**src/rtl/mir_pkg.sv**
```systemverilog
// Shared definitions for the MIR core program-counter path.
//   PC_W / N_PROC / PROC_W : address width, context count, context-id width
//   OS_PROC_ID             : context id of the operating system
//   OS_ENTRY / BOOT_ADDR   : preemption vector and post-reset pc
//   pc_t / proc_id_t       : address and context-id types
//   pc_inc()               : wrapping pc+1
package mir_pkg;

    localparam int PC_W   = 10;
    localparam int N_PROC = 4;   // power of two; context 0 is the OS
    localparam int PROC_W = $clog2(N_PROC);

    typedef logic [PC_W-1:0]   pc_t;
    typedef logic [PROC_W-1:0] proc_id_t;

    localparam proc_id_t OS_PROC_ID = '0;
    localparam pc_t      OS_ENTRY   = '0;
    localparam pc_t      BOOT_ADDR  = '0;

    // Address arithmetic wraps modulo 2^PC_W by construction of pc_t.
    function automatic pc_t pc_inc(input pc_t p);
        return p + pc_t'(1);
    endfunction

endpackage

```
**src/rtl/pc_sequencer_if.sv**
```systemverilog
// Control-unit <-> pc_sequencer bundle.
//   master : control unit side (drives decode flags and operands)
//   slave  : pc_sequencer side (drives pc, pc_link, cur_proc, os_mode, preempt)
interface pc_sequencer_if;
    import mir_pkg::*;

    logic        hlt;
    logic        branch;
    logic        branch_cond;
    logic        jMUX;
    logic        jrMUX;
    logic        jal;
    logic        proc_swap;
    logic        change_proc_pc;
    logic        save_proc_pc;
    pc_t         imm_target;
    logic [31:0] reg_data;
    proc_id_t    proc_sel;

    pc_t         pc;
    pc_t         pc_link;
    proc_id_t    cur_proc;
    logic        os_mode;
    logic        preempt;

    modport master (
        output hlt, branch, branch_cond, jMUX, jrMUX, jal, proc_swap,
               change_proc_pc, save_proc_pc, imm_target, reg_data, proc_sel,
        input  pc, pc_link, cur_proc, os_mode, preempt
    );

    modport slave (
        input  hlt, branch, branch_cond, jMUX, jrMUX, jal, proc_swap,
               change_proc_pc, save_proc_pc, imm_target, reg_data, proc_sel,
        output pc, pc_link, cur_proc, os_mode, preempt
    );

endinterface

```
**src/rtl/pc_sequencer_proc_pc_table.sv**
```systemverilog
// proc_pc_table: saved-PC register file, one entry per process context.
//   clk, reset              : clock, synchronous active-high reset (clears all entries)
//   wr_en/wr_addr/wr_data   : single synchronous write port
//   rd_sel_addr/rd_sel_data : async read port for the swap target
//   rd_cur_addr/rd_cur_data : async read port for the running context
// Reads are combinational from the registers, so a write lands one cycle
// after it is issued and a same-cycle read sees the old contents.
module proc_pc_table
    import mir_pkg::*;
(
    input  logic     clk,
    input  logic     reset,
    input  logic     wr_en,
    input  proc_id_t wr_addr,
    input  pc_t      wr_data,
    input  proc_id_t rd_sel_addr,
    output pc_t      rd_sel_data,
    input  proc_id_t rd_cur_addr,
    output pc_t      rd_cur_data
);

    pc_t entry_reg [N_PROC];

    always_ff @(posedge clk) begin
        for (int i = 0; i < N_PROC; i++) begin
            if (reset) begin
                entry_reg[i] <= '0;
            end else if (wr_en && (wr_addr == proc_id_t'(i))) begin
                entry_reg[i] <= wr_data;
            end
        end
    end

    assign rd_sel_data = entry_reg[rd_sel_addr];
    assign rd_cur_data = entry_reg[rd_cur_addr];

endmodule

```
**src/rtl/pc_sequencer.sv**
```systemverilog
// pc_sequencer: next-PC selection, process-context switching and the
// round-robin preemption timer for the MIR single-cycle core.
//   clk     : clock
//   reset   : synchronous active-high reset
//   bus     : pc_sequencer_if.slave (decode flags in; pc, pc_link,
//             cur_proc, os_mode, preempt out)
//   QUANTUM : executed user instructions per time slice (>= 2)
module pc_sequencer
    import mir_pkg::*;
#(
    parameter int QUANTUM = 64
)(
    input  logic          clk,
    input  logic          reset,
    pc_sequencer_if.slave bus
);

    localparam int CNT_W = $clog2(QUANTUM);
    localparam logic [CNT_W-1:0] CNT_LAST = CNT_W'(QUANTUM - 1);

    pc_t              pc_reg, pc_next;
    proc_id_t         proc_reg, proc_next;
    logic [CNT_W-1:0] cnt_reg, cnt_next;
    logic             preempt_reg, preempt_next;
    logic             os_mode_reg;

    pc_t              seq_pc;
    logic             exec, in_user, expire;

    logic             tbl_wr_en;
    proc_id_t         tbl_wr_addr;
    pc_t              tbl_wr_data;
    pc_t              tbl_sel_pc;
    pc_t              tbl_cur_pc;

    assign exec    = ~bus.hlt;
    assign in_user = (proc_reg != OS_PROC_ID);
    // A swap on the last slice cycle takes precedence and cancels the expiry.
    assign expire  = exec && in_user && (cnt_reg == CNT_LAST) && !bus.proc_swap;

    // Address the running instruction hands on when no context change happens.
    always_comb begin
        seq_pc = pc_inc(pc_reg);
        if (bus.jrMUX) begin
            seq_pc = bus.reg_data[PC_W-1:0];
        end else if (bus.jMUX) begin
            seq_pc = bus.imm_target;
        end else if (bus.branch && bus.branch_cond) begin
            seq_pc = bus.imm_target;
        end
    end

    // pc / context / timer next state; hlt holds everything.
    always_comb begin
        pc_next      = pc_reg;
        proc_next    = proc_reg;
        cnt_next     = cnt_reg;
        preempt_next = expire;
        if (exec) begin
            if (bus.proc_swap) begin
                pc_next   = tbl_sel_pc;
                proc_next = bus.proc_sel;
                cnt_next  = '0;
            end else if (expire) begin
                pc_next   = OS_ENTRY;
                proc_next = OS_PROC_ID;
                cnt_next  = '0;
            end else begin
                pc_next  = seq_pc;
                cnt_next = in_user ? (cnt_reg + CNT_W'(1)) : '0;
            end
        end
    end

    // Single table write port: the preemption save outranks the explicit
    // write requests, since the interrupted context must not lose its pc.
    always_comb begin
        tbl_wr_en   = 1'b0;
        tbl_wr_addr = proc_reg;
        tbl_wr_data = seq_pc;
        if (expire) begin
            tbl_wr_en   = 1'b1;
            tbl_wr_addr = proc_reg;
            tbl_wr_data = seq_pc;
        end else if (exec && bus.change_proc_pc) begin
            tbl_wr_en   = 1'b1;
            tbl_wr_addr = bus.proc_sel;
            tbl_wr_data = bus.reg_data[PC_W-1:0];
        end else if (exec && bus.save_proc_pc) begin
            tbl_wr_en   = 1'b1;
            tbl_wr_addr = proc_reg;
            tbl_wr_data = pc_inc(pc_reg);
        end
    end

    always_ff @(posedge clk) begin
        if (reset) begin
            pc_reg      <= BOOT_ADDR;
            proc_reg    <= OS_PROC_ID;
            cnt_reg     <= '0;
            preempt_reg <= 1'b0;
            os_mode_reg <= 1'b1;
        end else begin
            pc_reg      <= pc_next;
            proc_reg    <= proc_next;
            cnt_reg     <= cnt_next;
            preempt_reg <= preempt_next;
            os_mode_reg <= (proc_next == OS_PROC_ID);
        end
    end

    proc_pc_table u_table (
        .clk         (clk),
        .reset       (reset),
        .wr_en       (tbl_wr_en),
        .wr_addr     (tbl_wr_addr),
        .wr_data     (tbl_wr_data),
        .rd_sel_addr (bus.proc_sel),
        .rd_sel_data (tbl_sel_pc),
        .rd_cur_addr (proc_reg),
        .rd_cur_data (tbl_cur_pc)
    );

    // The running context's saved pc, the upper operand bits and jal carry
    // no information for the sequencer itself (pc_link is always valid).
    logic unused_bits;
    assign unused_bits = ^{tbl_cur_pc, bus.reg_data[31:PC_W], bus.jal};

    assign bus.pc       = pc_reg;
    assign bus.pc_link  = pc_inc(pc_reg);
    assign bus.cur_proc = proc_reg;
    assign bus.os_mode  = os_mode_reg;
    assign bus.preempt  = preempt_reg;

endmodule

```
**src/flat_wrapper.sv**
```systemverilog
// flat-port wrapper written by rule: the top's interface ports become plain ports
module pc_sequencer_flat import mir_pkg::*;
#(
    parameter int QUANTUM = 64
)
  (clk, reset, bus_hlt, bus_branch, bus_branch_cond, bus_jMUX, bus_jrMUX, bus_jal, bus_proc_swap, bus_change_proc_pc, bus_save_proc_pc, bus_imm_target, bus_reg_data, bus_proc_sel, bus_pc, bus_pc_link, bus_cur_proc, bus_os_mode, bus_preempt);
  pc_sequencer_if bus_i ();
  input  logic clk;
  input  logic reset;
  input wire logic [$bits(bus_i.hlt)-1:0] bus_hlt;
  input wire logic [$bits(bus_i.branch)-1:0] bus_branch;
  input wire logic [$bits(bus_i.branch_cond)-1:0] bus_branch_cond;
  input wire logic [$bits(bus_i.jMUX)-1:0] bus_jMUX;
  input wire logic [$bits(bus_i.jrMUX)-1:0] bus_jrMUX;
  input wire logic [$bits(bus_i.jal)-1:0] bus_jal;
  input wire logic [$bits(bus_i.proc_swap)-1:0] bus_proc_swap;
  input wire logic [$bits(bus_i.change_proc_pc)-1:0] bus_change_proc_pc;
  input wire logic [$bits(bus_i.save_proc_pc)-1:0] bus_save_proc_pc;
  input wire logic [$bits(bus_i.imm_target)-1:0] bus_imm_target;
  input wire logic [$bits(bus_i.reg_data)-1:0] bus_reg_data;
  input wire logic [$bits(bus_i.proc_sel)-1:0] bus_proc_sel;
  output wire logic [$bits(bus_i.pc)-1:0] bus_pc;
  output wire logic [$bits(bus_i.pc_link)-1:0] bus_pc_link;
  output wire logic [$bits(bus_i.cur_proc)-1:0] bus_cur_proc;
  output wire logic [$bits(bus_i.os_mode)-1:0] bus_os_mode;
  output wire logic [$bits(bus_i.preempt)-1:0] bus_preempt;
  assign bus_i.hlt = bus_hlt;
  assign bus_i.branch = bus_branch;
  assign bus_i.branch_cond = bus_branch_cond;
  assign bus_i.jMUX = bus_jMUX;
  assign bus_i.jrMUX = bus_jrMUX;
  assign bus_i.jal = bus_jal;
  assign bus_i.proc_swap = bus_proc_swap;
  assign bus_i.change_proc_pc = bus_change_proc_pc;
  assign bus_i.save_proc_pc = bus_save_proc_pc;
  assign bus_i.imm_target = bus_imm_target;
  assign bus_i.reg_data = bus_reg_data;
  assign bus_i.proc_sel = bus_proc_sel;
  assign bus_pc = bus_i.pc;
  assign bus_pc_link = bus_i.pc_link;
  assign bus_cur_proc = bus_i.cur_proc;
  assign bus_os_mode = bus_i.os_mode;
  assign bus_preempt = bus_i.preempt;
  pc_sequencer #(.QUANTUM(QUANTUM)) u_core (.clk(clk), .reset(reset), .bus(bus_i));
endmodule
```
**config.mk**
```make
export PLATFORM = sky130hd
export DESIGN_NAME = pc_sequencer_flat
export DESIGN_NICKNAME = d
export VERILOG_FILES = /design/src/rtl/mir_pkg.sv /design/src/rtl/pc_sequencer_if.sv /design/src/rtl/pc_sequencer_proc_pc_table.sv /design/src/rtl/pc_sequencer.sv /design/src/flat_wrapper.sv
export SDC_FILE = /design/constraint.sdc
export NUM_CORES = 1
export LEC_CHECK = 0
export ABC_AREA = 1
export CAP_MARGIN = 20
export CORE_AREA = 5 5 113 115
export DETAILED_ROUTE_END_ITERATION = 7
export DIE_AREA = 0 0 118 120
export GPL_TIMING_DRIVEN = 0
export PLACE_DENSITY = 0.63
export SETUP_SLACK_MARGIN = 0.02
export SLEW_MARGIN = 5
export SYNTH_ARGS = -nofsm -noshare
export SYNTH_HDL_FRONTEND = slang
export SYNTH_HIERARCHICAL = 1
export SYNTH_SLANG_ARGS = --single-unit
```
**constraint.sdc**
```tcl
create_clock -name clk -period 3.85 [get_ports clk]
set_input_delay 0.77 -clock clk [delete_from_list [all_inputs] [get_ports clk]]
set_output_delay 0.77 -clock clk [all_outputs]
set_load 0.01 [all_outputs]
```
# Word-level counts from Yosys, hierarchy flattened
# Memory sizes are Yosys's and may differ from the RTL's.
# Cells that the tools add are included.
# classes
addsub,2
eq_ne,4
mux,37
bitwise,5
n_reduce_logical,14
# ops
cell,n
$mux 10,12
$mux 6,3
$mux 1,17
$add 10x1->10 const B,1
$logic_and 1x1->1,10
$mux 2,5
$add 6x1->6 const B,1
$eq 6x6->1 const B,1
$eq 2x2->1 const B,2
$logic_not 2->1,2
$or 1x1->1,4
$eq 2x1->1 const B,1
$reduce_bool 2->1,1
$logic_not 1->1,1
$not 1->1,1
# word_totals
ff_bits,20
ram_bits,40
in_bits,55
output_inout_bits,24
elab_cells,68
mem_count,1
# memory_table
name,words,width,rd,rd_ports_with_merged_regs,wr,line_no,source
u_core.u_table.entry_reg,4,10,1,0,4,pc_sequencer_proc_pc_table.sv:22,pc_t entry_reg [N_PROC];

# Depth between registers and ports, before layout
# Gate-level depths: netlist of run 1.
# logic_depth
word_depth,11
mapped_depth,14
ltp_nobuf,13

# Cells and area by module
# The synthesis of run 1 kept the hierarchy.
# modules_own_cells
module,instances,cells_each,area_per_inst_um2,seq_area_each_um2
proc_pc_table,1,302,2344.7,1201.2
pc_sequencer,1,267,1632.8,400.4

# Worst setup path after synthesis of run 1
# Ideal clock, no wire load.
# synth_path
kind,input port to flip-flop
startpoint,input bus_hlt
endpoint,"memory u_core/u_table/entry_reg[2][0] (netlist bit), enable pin"
setup_time_ps,391
t_arrival_ps,2541
t_required_ps,3459
path_slack_ps,918
path_stages,10
path_buffers,1
path_cell_list,inv_2 -> nand2_2 -> nor2_4 -> nand2_2 -> inv_1 -> nor2_4 -> buf_6 -> o21ai_1 -> nand2_1 -> o21ai_0
# synth_lines
element,line_no,source
"start, declared",flat_wrapper.sv:10,input wire logic [$bits(bus_i.hlt)-1:0] bus_hlt;
"end, declared",pc_sequencer_proc_pc_table.sv:22,

==> results.sh, run 1 <==
export IMPL_outcome="finished, final reports clean"
export IMPL_synthCells=492
export IMPL_hold_viol=0
export IMPL_crit_fanout=10
export IMPL_fp_row_count=40
export IMPL_antennaDiodeCount=0
export IMPL_wl_per_cell_um=13.67
export IMPL_ctsResizeCount=0
export IMPL_die_h_um=120
export IMPL_setup_viol=0
export IMPL_critPathLaunchType="input pin"
export IMPL_p_int_mw=1.350
export IMPL_num_nets_final=616
export IMPL_worst_pin_slew_ns=0.5429
export IMPL_largest_reg_flops=40
export IMPL_cts_tree="built"
export IMPL_maxSlewHeadroom_pct=63.42
export IMPL_setup_tns_ns=0
export IMPL_cts_root_buf="clkbuf_16"
export IMPL_cts_setup_buffers=0
export IMPL_fin_crit_sh_pct=82.45
export IMPL_cts_sinks=60
export IMPL_slew_violations=0
export IMPL_cts_buffers=9
export IMPL_grtUsageTotal_pct=13.52
export IMPL_dr_pass1_iters=4
export IMPL_r2r_slack_ns=1.08
export IMPL_critPathCaptureType="flip-flop"
export IMPL_layout_drive_gt1_share_pct=12.06
export IMPL_clock_latency_ns=0.33
export IMPL_timing_fmax_mhz=315.0
export IMPL_cts_hold_buf=0
export IMPL_p_seq_share_pct=40.7
export IMPL_grt_pass1_wl_um=15500
export IMPL_clkTransAtPathRegs_ns=0.05
export IMPL_num_vias=3360
export IMPL_cp_required_ns=3.87
export IMPL_rsz0062_at_grt="no"
export IMPL_initial_core_util_pct=31.24
export IMPL_overflow=0
export IMPL_die_area_um2=14160
export IMPL_netSwitchingFraction_pct=26.52
export IMPL_via_per_inst=4.726
export IMPL_clkPwrFrac_pct=42.4
export IMPL_antenna_found_initial=0
export IMPL_clk_path_buf_depth=2
export IMPL_die_w_um=118
export IMPL_synthToLayoutAreaGrowth_pct=28.01
export IMPL_fin_skew_ns=0.006863
export IMPL_core_area_um2=11710
export IMPL_power_density_nw_per_um2=392.3
export IMPL_ant_nets=0
export IMPL_port_buffers=55
export IMPL_p_switching_mw=0.4873
export IMPL_fin_crit_ns=3.174
export IMPL_syn_avg_cell_area_um2=7.436
export IMPL_num_io_pins=79
export IMPL_cp_arrival_ns=3.20
export IMPL_wl_um=9716
export IMPL_grt_pass1_vias=3262
export IMPL_synth_area_um2=3659
export IMPL_dp_hpwl_um=7509
export IMPL_grt_start_max_net_pins=11
export IMPL_hold_ws_ns=0.4919
export IMPL_p_leak_nw=2.029
export IMPL_drt_iter0_drc=210
export IMPL_ir_drop_v=0.0001859
export IMPL_hold_class="reg2reg"
export IMPL_gp_congestion=0.8996
export IMPL_maxCapViolations=0
export IMPL_critical_path_class="in2reg"
export IMPL_yosysWarningCount=6
export IMPL_combPwrFrac_pct=16.9
export IMPL_drc=0
export IMPL_h_tree_depth=3
export IMPL_syn_nets=549
-- power by group through the flow --
stage | Clock, mW | Combinational, mW | Sequential, mW
after floorplan | 0 | 0.178 | 0.759
after global placement | 0 | 0.306 | 0.759
after detailed placement | 0 | 0.312 | 0.761
after CTS | 0.792 | 0.313 | 0.748
after global routing | 0.820 | 0.344 | 0.752
final | 0.779 | 0.311 | 0.747
-- final timing paths --
kind / cells after the start / to / start
max: 13 / u_core/u_table/entry_reg[2][5] / bus_hlt
min: 2 / u_core/cnt_reg[1] / u_core/cnt_reg[1]
max reg2reg: 11 / u_core/u_table/entry_reg[2][5] / u_core/cnt_reg[0]
min reg2reg: 2 / u_core/cnt_reg[1] / u_core/cnt_reg[1]
-- stage by stage --
stage,cells,instance area (µm²),setup WS (ns),utilization (%),power [mW]
final,711,4683,0.6756,39.99,1.837
after global routing,711,4683,0.5018,39.99,1.916
after CTS,711,4683,0.6730,39.99,1.852
after detailed placement,695,4398,0.3334,37.55,1.072
after global placement,694,4393,0.03268,37.51,1.065
after floorplan,492,3659,0.9178,-,0.9371
-- worst max-delay path: stages --
cell             delay (ns)
clkdlybuf4s50_1        0.48
inv_2                  0.08
nand2_2                0.09
nor2_4                 0.04
nand2_2                0.13
inv_1                  0.08
nor2_4                 0.16
buf_6                  0.18
nand2_1                0.06
o21ai_1                0.20
nand2_1                0.13
o21ai_0                0.47
buf_2                  0.31
-- area by class of cell --
cell class	instances	area, µm²
Fill cell	1184	7028
Multi-Input combinational cell	332	1637
Sequential cell	60	1602
Timing Repair Buffer	56	555.5
Inverter	83	311.5
Clock buffer	11	232.7
Tap cell	147	183.9
Buffer	17	108.9
Clock inverter	5	52.55
-- cells in the final DEF, fill, tap and decap left out, drive strengths merged --
cell type	count
o211ai	11
nor2	62
a22oi	1
nor3	10
bufinv	1
buf	14
dfxtp	20
clkdlybuf4s50	55
clkinv	5
or2	1
a21oi	30
a31oi	1
edfxtp	40
nand2	142
dlygate4sd1	1
clkinvlp	1
o21a	1
xnor2	2
and2	2
inv	81
nand4	2
nand3	47
o21ai	14
ha	2
clkbuf	14
xor2	4
-- metal layers --
layer	global-route usage (%)	vias up	routed length (µm)
li1	-	1706	-
met1	16.73	1548	4245
met2	23.13	95	4756
met3	3.534	11	585
met4	4.086	0	129
met5	0	-	0
No activity file was read; power rests on OpenSTA's default activity.
==> run 2, diff against run 1 <==
clock period = 3.2 ns   (was 3.85 ns; I/O delays follow)
==> run 2 against run 1 <==
Effect of this change: core utilization did not move; worst hold slack barely moved; clock-buffer cell count did not move; sequential power rose by 20%; register-to-register slack got worse by 0.58 ns; first-iteration DRC count did not move; via count barely moved; highest routed layer unchanged.
==> results.sh, run 2 (synthesis results as in run 1) <==
export IMPL_cpMaxStageDelayCell="clkdlybuf4s50_1"
export IMPL_post_place_cells=695
export IMPL_cts_hold_buf=0
export IMPL_drt_iter0_drc=210
export IMPL_place_area_um2=4398
export IMPL_via_per_inst=4.723
export IMPL_antenna_found_initial=0
export IMPL_worst_pin_slew_ns=0.5360
export IMPL_mostFrequentLayoutCells="nand2_1, inv_1, clkdlybuf4s50_1, nor2_1, nand3_1"
export IMPL_cts_tree="built"
export IMPL_clkTransAtPathRegs_ns=0.05
export IMPL_largest_reg_flops=40
export IMPL_crit_fanout=10
export IMPL_p_seq_share_pct=40.7
export IMPL_outcome="finished, final reports clean"
export IMPL_synthToLayoutAreaGrowth_pct=28.01
export IMPL_die_h_um=120
export IMPL_worstHoldPathCells=2
export IMPL_final_common_cell="nand2_1"
export IMPL_slew_violations=0
export IMPL_combPwrFrac_pct=16.9
export IMPL_grtUsageTotal_pct=13.52
export IMPL_final_cells=711
export IMPL_cp_arrival_ns=2.92
export IMPL_fin_crit_sh_pct=92.14
export IMPL_cts_buffers=9
export IMPL_ff2ff_path_depth=11
export IMPL_dr_pass1_iters=4
export IMPL_die_area_um2=14160
export IMPL_dp_hpwl_um=7509
export IMPL_min_to="u_core/cnt_reg[1]"
export IMPL_critPathLaunchType="input pin"
export IMPL_wl_per_cell_um=13.64
export IMPL_clock_latency_ns=0.33
export IMPL_reg2reg_from="u_core/cnt_reg[0]"
export IMPL_critical_path_class="in2reg"
export IMPL_p_int_mw=1.624
export IMPL_crit_reg2reg_capture="u_core/u_table/entry_reg[1][9]"
export IMPL_regArea_um2=1602
export IMPL_critPathCaptureType="flip-flop"
export IMPL_ant_nets=0
export IMPL_p_switching_mw=0.5837
export IMPL_initial_core_util_pct=31.24
export IMPL_h_tree_depth=3
export IMPL_num_nets_final=616
export IMPL_fin_area_um2=4683
export IMPL_netSwitchingFraction_pct=26.43
export IMPL_fin_skew_ns=0.006827
export IMPL_overflow=0
export IMPL_setup_viol=0
export IMPL_p_leak_nw=2.029
export IMPL_slowest_delay_ns=0.43
export IMPL_clkPwrFrac_pct=42.3
export IMPL_antennaDiodeCount=0
export IMPL_cts_root_buf="clkbuf_16"
export IMPL_power_density_nw_per_um2=471.5
export IMPL_gp_congestion=0.8996
export IMPL_fp_row_count=40
export IMPL_grt_pass1_wl_um=15500
export IMPL_num_io_pins=79
export IMPL_maxCapViolations=0
export IMPL_core_area_um2=11710
export IMPL_maxSlewHeadroom_pct=64.26
export IMPL_worstPathCellList="clkdlybuf4s50_1, inv_2, nand2_2, nor2_4, nand2_2, inv_1, nor2_4, buf_6, o21ai_1, nand3_2, buf_6, nand2_1"
export IMPL_totalPowerFinal_mw=2.208
export IMPL_grt_start_max_net_pins=11
export IMPL_num_vias=3358
export IMPL_cp_required_ns=3.17
export IMPL_ir_drop_v=0.0002237
export IMPL_layout_drive_gt1_share_pct=12.06
export IMPL_die_w_um=118
export IMPL_multiInputGateArea_um2=1637
export IMPL_wl_um=9695
export IMPL_hold_viol=0
export IMPL_r2r_slack_ns=0.50
export IMPL_grt_pass1_vias=3262
export IMPL_final_core_util_pct=39.99
export IMPL_rsz0062_at_grt="no"
export IMPL_drc=0
export IMPL_cts_sinks=60
export IMPL_hp_start="u_core/cnt_reg[1]"
export IMPL_fin_crit_ns=2.949
export IMPL_hold_class="reg2reg"
export IMPL_fillCellCount=1184
export IMPL_port_buffers=55
export IMPL_setup_tns_ns=0
export IMPL_clk_path_buf_depth=2
export IMPL_timing_fmax_mhz=339.2
[run 2: cell counts in the layout (fill, tap and decap cells not counted)]
No cell type changed its count.
[run 2: worst max-delay path: cells and delay by family]
family                 cells  cell delay [ns]
AND/OR/NAND/NOR            6             0.88
buffers and inverters      5             0.99
AO/OA/AOI/OAI              1             0.39
[run 2: power by group through the flow]
stage	Combinational [mW]	Clock [mW]	Sequential [mW]
floorplan	0.214	0	0.914
global placement	0.368	0	0.913
detailed placement	0.375	0	0.915
CTS	0.377	0.953	0.899
global route	0.414	0.986	0.905
finish	0.374	0.935	0.899
[run 2: metal layers]
layer | vias to the layer above | part of all wire, % | GRT usage (%)
met2 | 102 | 49 | 23.13
met5 | - | 0 | 0
li1 | 1707 | - | -
met1 | 1538 | 44 | 16.73
met3 | 11 | 6.3 | 3.534
met4 | 0 | 1.2 | 4.086
[run 2: repair_timing]
item                                    4_1_cts  5_1_grt
setup buffers                                 0        0
resized for setup                             0        1
hold endpoints to repair                      0        0
endpoints found under the setup margin        0        7
[run 2: how the worst max path moves through the flow]
stage / start / endpoint / slack, ns / cells past startpoint
after floorplan: bus_hlt / u_core/u_table/entry_reg[2][0] / 0.40 / 10
after global placement: bus_hlt / u_core/u_table/entry_reg[2][8] / -0.49 / 12
after detailed placement: bus_hlt / u_core/u_table/entry_reg[2][8] / -0.19 / 13
after CTS: bus_hlt / u_core/u_table/entry_reg[2][5] / 0.15 / 13
after global routing: bus_hlt / u_core/u_table/entry_reg[1][1] / 0.02 / 12
final: bus_hlt / u_core/u_table/entry_reg[1][9] / 0.25 / 12
[run 2: area by class of cell]
class / count / area share, %
plain buffers: 17 / 2.324
repair buffers: 56 / 11.86
clock inverters: 5 / 1.122
multi-input cells: 332 / 34.95
inverters: 83 / 6.652
flip-flops and latches: 60 / 34.20
clock buffers: 11 / 4.969
well taps: 147 / 3.927
[run 2: metrics by stage]
stage                     hold slack (ns)  setup WS, ns
final                              0.4919        0.2515
after global routing               0.5051       0.02345
after detailed placement           0.4835       -0.1866
after CTS                          0.4918        0.1530
after floorplan                    0.4549        0.3978
after global placement             0.4779       -0.4873
